$ cat config.mk
export PLATFORM = sky130hd
export DESIGN_NAME = ysyx_23060201_isram
export DESIGN_NICKNAME = d
export VERILOG_FILES = /design/src/rtl/ysyx_23060201_isram.sv
export SDC_FILE = /design/constraint.sdc
export NUM_CORES = 1
export LEC_CHECK = 0
export BUFFER_PORTS_ARGS = -buffer_cell sky130_fd_sc_hd__buf_2
export CAP_MARGIN = 10
export CORE_MARGIN = 2
export CORE_UTILIZATION = 30
export DETAILED_ROUTE_END_ITERATION = 6
export PLACE_DENSITY = 0.5
export SETUP_SLACK_MARGIN = 0.1
export SLEW_MARGIN = 10
export SYNTH_ARGS = -nofsm -noshare
export SYNTH_HDL_FRONTEND = slang
export SYNTH_SLANG_ARGS = --single-unit
$ cat constraint.sdc
create_clock -name clk -period 2.43 [get_ports clk]
set_input_delay 0.486 -clock clk [delete_from_list [all_inputs] [get_ports clk]]
set_output_delay 0.486 -clock clk [all_outputs]
set_load 0.02 [all_outputs]
$ cat src/rtl/ysyx_23060201_isram.sv
// Instruction fetch responder: one outstanding read, fixed LATENCY-cycle response, error on low/misaligned address.
// Optional macro ISRAM_RAND_DELAY_EN adds 0..3 cycles of LFSR-driven extra latency per request.
`ifndef MBASE
`define MBASE 32'h8000_0000
`endif

module ysyx_23060201_isram #(
  parameter int unsigned ADDR_WIDTH = 32,
  parameter int unsigned DATA_WIDTH = 32,
  parameter int unsigned LATENCY    = 1
) (
  input  logic                  clk,
  input  logic                  rst,
  input  logic                  arvalid,
  output logic                  arready,
  input  logic [ADDR_WIDTH-1:0] araddr,
  output logic                  rvalid,
  input  logic                  rready,
  output logic [DATA_WIDTH-1:0] rdata,
  output logic                  rresp
);

  localparam int unsigned CNT_W = 5;
  localparam logic [ADDR_WIDTH-1:0] MBASE_A = ADDR_WIDTH'(`MBASE);

  typedef enum logic [1:0] {S_IDLE, S_WAIT, S_RESP} state_t;

  state_t                state_q, state_d;
  logic [CNT_W-1:0]      count_q, count_d;
  logic [ADDR_WIDTH-1:0] addr_q, addr_d;
  logic [DATA_WIDTH-1:0] rdata_d;
  logic                  rresp_d;
  logic                  addr_ok;
  logic [CNT_W-1:0]      extra;

`ifdef ISRAM_RAND_DELAY_EN
  logic [7:0] lfsr;

  // x^8+x^6+x^5+x^4+1 Fibonacci LFSR, free-running outside reset
  always_ff @(posedge clk) begin
    if (rst) lfsr <= 8'hA5;
    else     lfsr <= {lfsr[6:0], lfsr[7] ^ lfsr[5] ^ lfsr[4] ^ lfsr[3]};
  end

  assign extra = CNT_W'(lfsr[1:0]);
`else
  assign extra = '0;
`endif

  // Physical-memory image read; only reached for in-range, word-aligned addresses
  function automatic logic [DATA_WIDTH-1:0] pmem_read(input logic [ADDR_WIDTH-1:0] addr);
    logic [ADDR_WIDTH-1:0] off;
    off = addr - MBASE_A;
    case (off)
      ADDR_WIDTH'(0):  pmem_read = DATA_WIDTH'(32'h0000_0413);
      ADDR_WIDTH'(4):  pmem_read = DATA_WIDTH'(32'h0000_9117);
      ADDR_WIDTH'(8):  pmem_read = DATA_WIDTH'(32'hffc1_0113);
      ADDR_WIDTH'(12): pmem_read = DATA_WIDTH'(32'h00c0_00ef);
      ADDR_WIDTH'(16): pmem_read = DATA_WIDTH'(32'h0000_0513);
      ADDR_WIDTH'(20): pmem_read = DATA_WIDTH'(32'h0010_0073);
      ADDR_WIDTH'(24): pmem_read = DATA_WIDTH'(32'hff01_0113);
      ADDR_WIDTH'(28): pmem_read = DATA_WIDTH'(32'h0000_0517);
      default:         pmem_read = '0;
    endcase
  endfunction

  assign addr_ok = (addr_q >= MBASE_A) && (addr_q[1:0] == 2'b00);

  always_ff @(posedge clk) begin
    if (rst) begin
      state_q <= S_IDLE;
      count_q <= '0;
      addr_q  <= '0;
      rdata   <= '0;
      rresp   <= 1'b0;
      rvalid  <= 1'b0;
      arready <= 1'b1;
    end else begin
      state_q <= state_d;
      count_q <= count_d;
      addr_q  <= addr_d;
      rdata   <= rdata_d;
      rresp   <= rresp_d;
      rvalid  <= (state_d == S_RESP);
      arready <= (state_d == S_IDLE);
    end
  end

  always_comb begin
    state_d = state_q;
    count_d = count_q;
    addr_d  = addr_q;
    rdata_d = rdata;
    rresp_d = rresp;
    case (state_q)
      S_IDLE: begin
        if (arvalid) begin
          addr_d  = araddr;
          count_d = CNT_W'(LATENCY - 1) + extra;
          state_d = S_WAIT;
        end
      end
      S_WAIT: begin
        if (count_q != '0) begin
          count_d = count_q - CNT_W'(1);
        end else begin
          state_d = S_RESP;
          if (addr_ok) begin
            rdata_d = pmem_read(addr_q);
            rresp_d = 1'b0;
          end else begin
            rdata_d = '0;
            rresp_d = 1'b1;
          end
        end
      end
      S_RESP: begin
        if (rready) state_d = S_IDLE;
      end
      default: state_d = S_IDLE;
    endcase
  end

endmodule

======== Word level (Yosys, flattened, before mapping) ========
Memory sizes are Yosys's and may differ from the RTL's.
Cells that the tools add are included.
cells by class
  multiplexer cells ....................... 10
  bitwise logic cells ..................... 1
  equality and inequality tests ........... 5
  reductions and logical operators ........ 10
  magnitude comparators ................... 1
  add/subtract/negate cells ............... 2
operator list
  cell                                                        count
  two-way mux 32 bit                                          2
  greater-or-equal comparator 32 bit (second input constant)  1
  subtractor 32 bit (second input constant)                   1
  zero test 27 bit                                            1
  two-way mux 5 bit                                           2
  case mux 5 bit (2 select lines)                             1
  zero test 2 bit                                             3
  two-way mux 2 bit                                           3
  case mux 2 bit (3 select lines)                             1
  nonzero test 5 bit                                          1
  subtractor 5 x 1 -> 5 bit (second input constant)           1
  == test 2 bit (second input constant)                       2
  != test 2 bit (second input constant)                       2
  AND reduction 2 bit                                         2
  AND reduction 3 bit                                         1
  == test 2 x 1 -> 1 bit (second input constant)              1
  nonzero test 2 bit                                          1
  logical AND 1 bit                                           1
  two-way mux 1 bit                                           1
  NOT 1 bit                                                   1
storage, ports and cells
  output and inout bits ................... 35
  input port bits ......................... 36
  memories kept ........................... 1
  bits in read-only memories .............. 768
  word-level logic and storage cells ...... 37
  register bits after elaboration ......... 74
memory list
  memory            words  width  rd ports  clocked after Yosys merged registers in  wr ports  RTL line  text
  (name not given)  32     24     1         0                                        0         54        case (off)

======== Longest topological paths before layout ========
  word-level depth ........................ 4
  mapped depth ............................ 7
  depth with buffers taken out ............ 6

======== Worst setup path before layout ========
Ideal clock, no wire load.
  kind .................................... reg2reg
  start ................................... register count_q[0]
  end ..................................... register rdata[30]
  stages on the path, launching flop included .. 8
  library setup time ...................... 118 ps
  arrival ................................. 1535 ps
  path slack .............................. 777 ps
  buffers on the path ..................... 1
  required time ........................... 2312 ps
  period minus slack after synthesis ...... 1653 ps
  path through ............................ dfxtp_1 > inv_1 > ha_1 > or3b_4 > nor4_4 > nor2_1 > buf_2 > o2bb2ai_1
on the way
  longest elaborated chain between the ends .. 3
ends and longest elaborated chain
  what                                  RTL line  text
  start, declared                       29        logic [CNT_W-1:0] count_q, count_d;
  start signal, assigned                80        count_q <= count_d;
  nonzero test 5 bit                    104       if (count_q != '0) begin
  NOT 1 bit (no source line)            -
  AND reduction 2 bit (no source line)  -
  end signal, assigned                  82        rdata <= rdata_d;
  end, declared                         19        output logic [DATA_WIDTH-1:0] rdata,
Every way passes these cells.
A chain may end at the register's enable or synchronous reset.

======== Final worst setup path ========
  start ................................... register count_q[0]
  end ..................................... register rdata[10]
The elaborated chain is that of the path after synthesis.

==> summary by stage <==
Clocking
The CTS H-tree depth is 2. The number of gates resized after CTS is 0. The number of hold-repair buffers added at the cts stage is 0. The tree is rooted in a clkbuf_8.

The clock slew seen by the registers of the worst setup and hold paths is 0.09 ns. The number of clock sinks seen by CTS is 53. The clock latency reported for the late side of the worst-skew pair is ~0.31 ns. TritonCTS built the clock tree. In this run the post-CTS setup repair buffer count came out at 0. Buffers inserted during clock tree synthesis total 5.

The clock passes through at most 2 buffers.

Synth
Yosys mapped a number of flops with a built-in enable equal to 0. The area fraction in compound gates after synthesis is 0.1513. The post-synth design cell area is ~0.0022 mm^2. Each instance of the synthesized netlist takes up on average approximately 8.4 um^2. In the post-synthesis netlist, the biggest area contributors are dfxtp_1 48%, nand2_1 11%, a21oi_1 7.8%. The number of register bits inferred by synthesis is 53. Of the post-synthesis cell area, the dominant cell type holds 0.4751. The distinct cell type count after synthesis is 35. After synthesis, the largest family of logic cells by area is simple AND/OR/NAND/NOR gates. The sequential share of the synthesized area is 0.4751. The cell count after synthesis is between 200 and 300. The most used flip-flop cell after synthesis is dfxtp_1. The mux cell area share after synthesis is 0.004482. The synthesis warning total is 0.

Of the total synthesized cell area, the portion taken by full adders, half adders and majority gates is 0.005602. Counting flops with an async set or reset pin after synthesis yields a share of 0. Of the total synthesized cell area, the portion taken by XOR and XNOR cells is 0.01176.

The largest total area in the synthesized netlist belongs to dfxtp_1. Of the total synthesized cell area, the portion taken by AND, OR, NAND and NOR gates is 0.2398.

Timing
In this run the tightest slew margin relative to its limit is 0.5107. The number of hold violations in the final report was 0. Setup total negative slack on the finished layout was measured at 0 ns.

Between clock sinks in the finished design, the worst skew comes to about 0.0075 ns. After layout, the worst setup slack is slightly above 0.6 ns. Setup violations remaining at the end of the flow were counted as 0. Static timing analysis puts the maximum clock frequency at 548.8 MHz.

The minimum hold slack is just over 0.4 ns. At the pin with the least slew margin, the transition time is about 0.73 ns. Setup repair after global routing left no endpoint under its margin. In the finished design, the share of the clock period the worst path needs comes to 0.7498.

The number of pins with negative max-slew slack in the final report is 0. Subtracting the final worst setup slack from the clock period gives 1.822 ns.

Power and ir drop
Of the total power, the share spent switching nets is 0.2472. The portion of total power attributed to combinational logic is 0.112. The internal power of the cells totals between 1000 and 1500 uW. The net switching power is 434.1 uW. The power density normalized to cell area is between 600 and 700 mW/mm^2. For this design the static power due to leakage is around 0.0011 uW. The share of total power in the clock network is 0.352. The sum of internal, switching and leakage power is about 1800 uW. The peak supply drop is approximately 0.23 mV.

The share of total power dissipated in sequential elements is 0.537.

Cells and area
Leaving out fill and tap cells, the most frequent cell in the layout is nand2_1. Leaving out fill and tap cells, the most frequent cells in the layout are 67 x nand2_1, 62 x buf_2, 53 x dfxtp_1, 35 x a21oi_1, 11 x o2bb2ai_1. The number of antenna cells inserted is 0. The filler cell count in the final layout is 817.

Compared with the post-synthesis result, the final layout area differs by 16.58%. The number of nets in the layout is about 340. The layout cell share with drive strength beyond 1 is 0.2508.

Routing
The initial detailed-routing violation count is 78. The detailed-router iteration count before antenna repair is 4. The via density per instance is around 4.5. The routed layout has ~1.8k vias.

The overall routed net length is approximately 4700 um. The number of nets with antenna violations after detailed routing is 0. After detailed routing, the average wire length per cell comes to 11.51 um. After detailed routing, the number of remaining DRC violations is 0.

Die
The floorplan row count is 31. 71 I/O pins were placed. For this configuration, the core starts out at a cell density of 0.3096. In this run the horizontal extent of the chip is between 90 and 100 um.

In this run the standard cell core region covers about 0.007 mm^2. The floorplan step defined a die boundary enclosing roughly 0.008 mm^2. The height of the chip is approximately 90 um.

Worst setup path
STA classifies the critical path startpoint as a register. The worst register-to-register path begins at count_q[0]. The kind of critical path is register to register. The highest fanout seen on the critical path is 11. The endpoint arrival time on the critical path is slightly above 2 ns.

The required time of the critical path is roughly 2.6 ns. The worst-case register-to-register setup slack is about 0.6 ns. The reg-to-reg endpoint is rdata[10]. The signal on the critical path passes through inv_1, ha_1, or3b_4, nor4_4, nor2_1, o2bb2ai_1. The endpoint kind of the worst setup timing path is a register. The worst register-to-register path has a depth of 6.

The slowest stage cell on the critical path is or3b_4. The maximum single-stage delay on the critical path is 0.42 ns.

Global routing
The via count of the first global-routing pass is between 1.5k and 2k. The initial antenna violation count is 0. The largest net degree at the start of global routing is 36. Across every metal layer, demand over resource in global routing totals 0.1150. The first global-routing pass estimated about 7700 um of wire. The overall overflow remaining after global route is 0.

Worst hold path
The worst hold path begins at araddr[27]. The class of the tightest hold or removal check is primary input to register. The worst hold path depth is 3. For hold timing, the worst endpoint is addr_q[27].

Placement
Prior to clock tree synthesis, the placed netlist has a worst setup slack of 0.5937 ns. The HPWL after detailed placement is between 3000 and 4000 um. The routability-driven placement congestion ratio is between 0.7 and 0.8. The port buffer count is 62.

Run status
The flow ran to the end, and the final reports show no timing, DRC or antenna violations.

Flow run
The max capacitance violation total is 0.
[sequential cells by signal (all words and copies together) (netlist names)]
signal and cells:
rresp 1, count_q 5, rdata 11, rvalid 1, arready 1, state_q 2
addr_q 32
[routing by layer]
| layer | vias to the layer above | share of wire | GRT usage |
|---|---|---|---|
| li1 | 958 | - | - |
| met1 | 804 | 0.50 | 0.1554 |
| met2 | 48 | 0.43 | 0.1723 |
| met3 | 5 | 0.056 | 0.04090 |
| met4 | 0 | 0.013 | 0.03462 |
| met5 | - | 0 | 0 |
[cell type report]
type                       instances  area (um^2)  share of cell area
clock buffer                       7        86.33             0.03316
tap                               99        123.9             0.04757
timing repair buffer              65        332.8              0.1278
multi-input combinational        178        958.4              0.3681
inverter                           3        11.26            0.004325
sequential                        53         1061              0.4075
clock inverter                     1        30.03             0.01153
[worst max-delay path, delay by kind of cell (launching register included)]
| kind | cells | cell delay [ns] |
|---|---|---|
| AO/OA/AOI/OAI | 1 | 0.18 |
| flip-flops | 1 | 0.34 |
| adder cells (fa/ha/maj) | 1 | 0.15 |
| AND/OR/NAND/NOR | 3 | 0.98 |
| buffers and inverters | 1 | 0.06 |
[synthesized netlist by cell type, drive strengths merged (2+ instances only)]
| library cell | instances |
|---|---|
| inv | 3 |
| nand4 | 4 |
| o21a | 2 |
| buf | 24 |
| nor4b | 2 |
| clkbuf | 15 |
| nand4b | 3 |
| o21ai | 2 |
| nor4 | 4 |
| a21oi | 35 |
| xor2 | 3 |
| nor2b | 5 |
| nand2 | 67 |
| nor3 | 7 |
| dfxtp | 53 |
| nor2 | 7 |
| o2bb2ai | 11 |
| or3b | 2 |
| nand3 | 6 |
| o211ai | 2 |
[how the worst max path moves through the flow]
stage               start         end  slack, ns  cells past startpoint
2_1_floorplan  count_q[0]   rdata[30]       0.78                      7
3_3_place_gp      arvalid  count_q[1]       0.59                      5
3_5_place_dp      arvalid  count_q[1]       0.59                      5
4_1_cts        count_q[0]   rdata[10]       0.58                      6
5_1_grt        count_q[0]    rdata[7]       0.43                      6
6_report       count_q[0]   rdata[10]       0.61                      6
[stage by stage]
stage | utilization | instances | cell area (um^2)
2_1_floorplan | - | 273 | 2260
3_3_place_gp | 0.3448 | 398 | 2487
3_5_place_dp | 0.3448 | 398 | 2487
4_1_cts | 0.3609 | 406 | 2604
5_1_grt | 0.3609 | 406 | 2604
6_report | 0.3609 | 406 | 2604
[cells by family after synthesis]
| family | count (synthesis) |
|---|---|
| AND/OR/NAND/NOR | 110 |
| AO/OA/AOI/OAI | 55 |
| flip-flops | 53 |
| buffers and inverters | 42 |
| XOR/XNOR | 3 |
| adder cells (fa/ha/maj) | 1 |
| other | 1 |
| multiplexers | 1 |
[power groups by stage]
stage / clock [uW] / combinational [uW] / sequential, uW
2_1_floorplan: 0 / 148 / 956
3_3_place_gp: 0 / 199 / 962
5_1_grt: 683 / 224 / 949
6_report: 617 / 196 / 942
4_1_cts: 639 / 201 / 942
3_5_place_dp: 0 / 200 / 963
No activity file was read; power rests on OpenSTA's default activity.
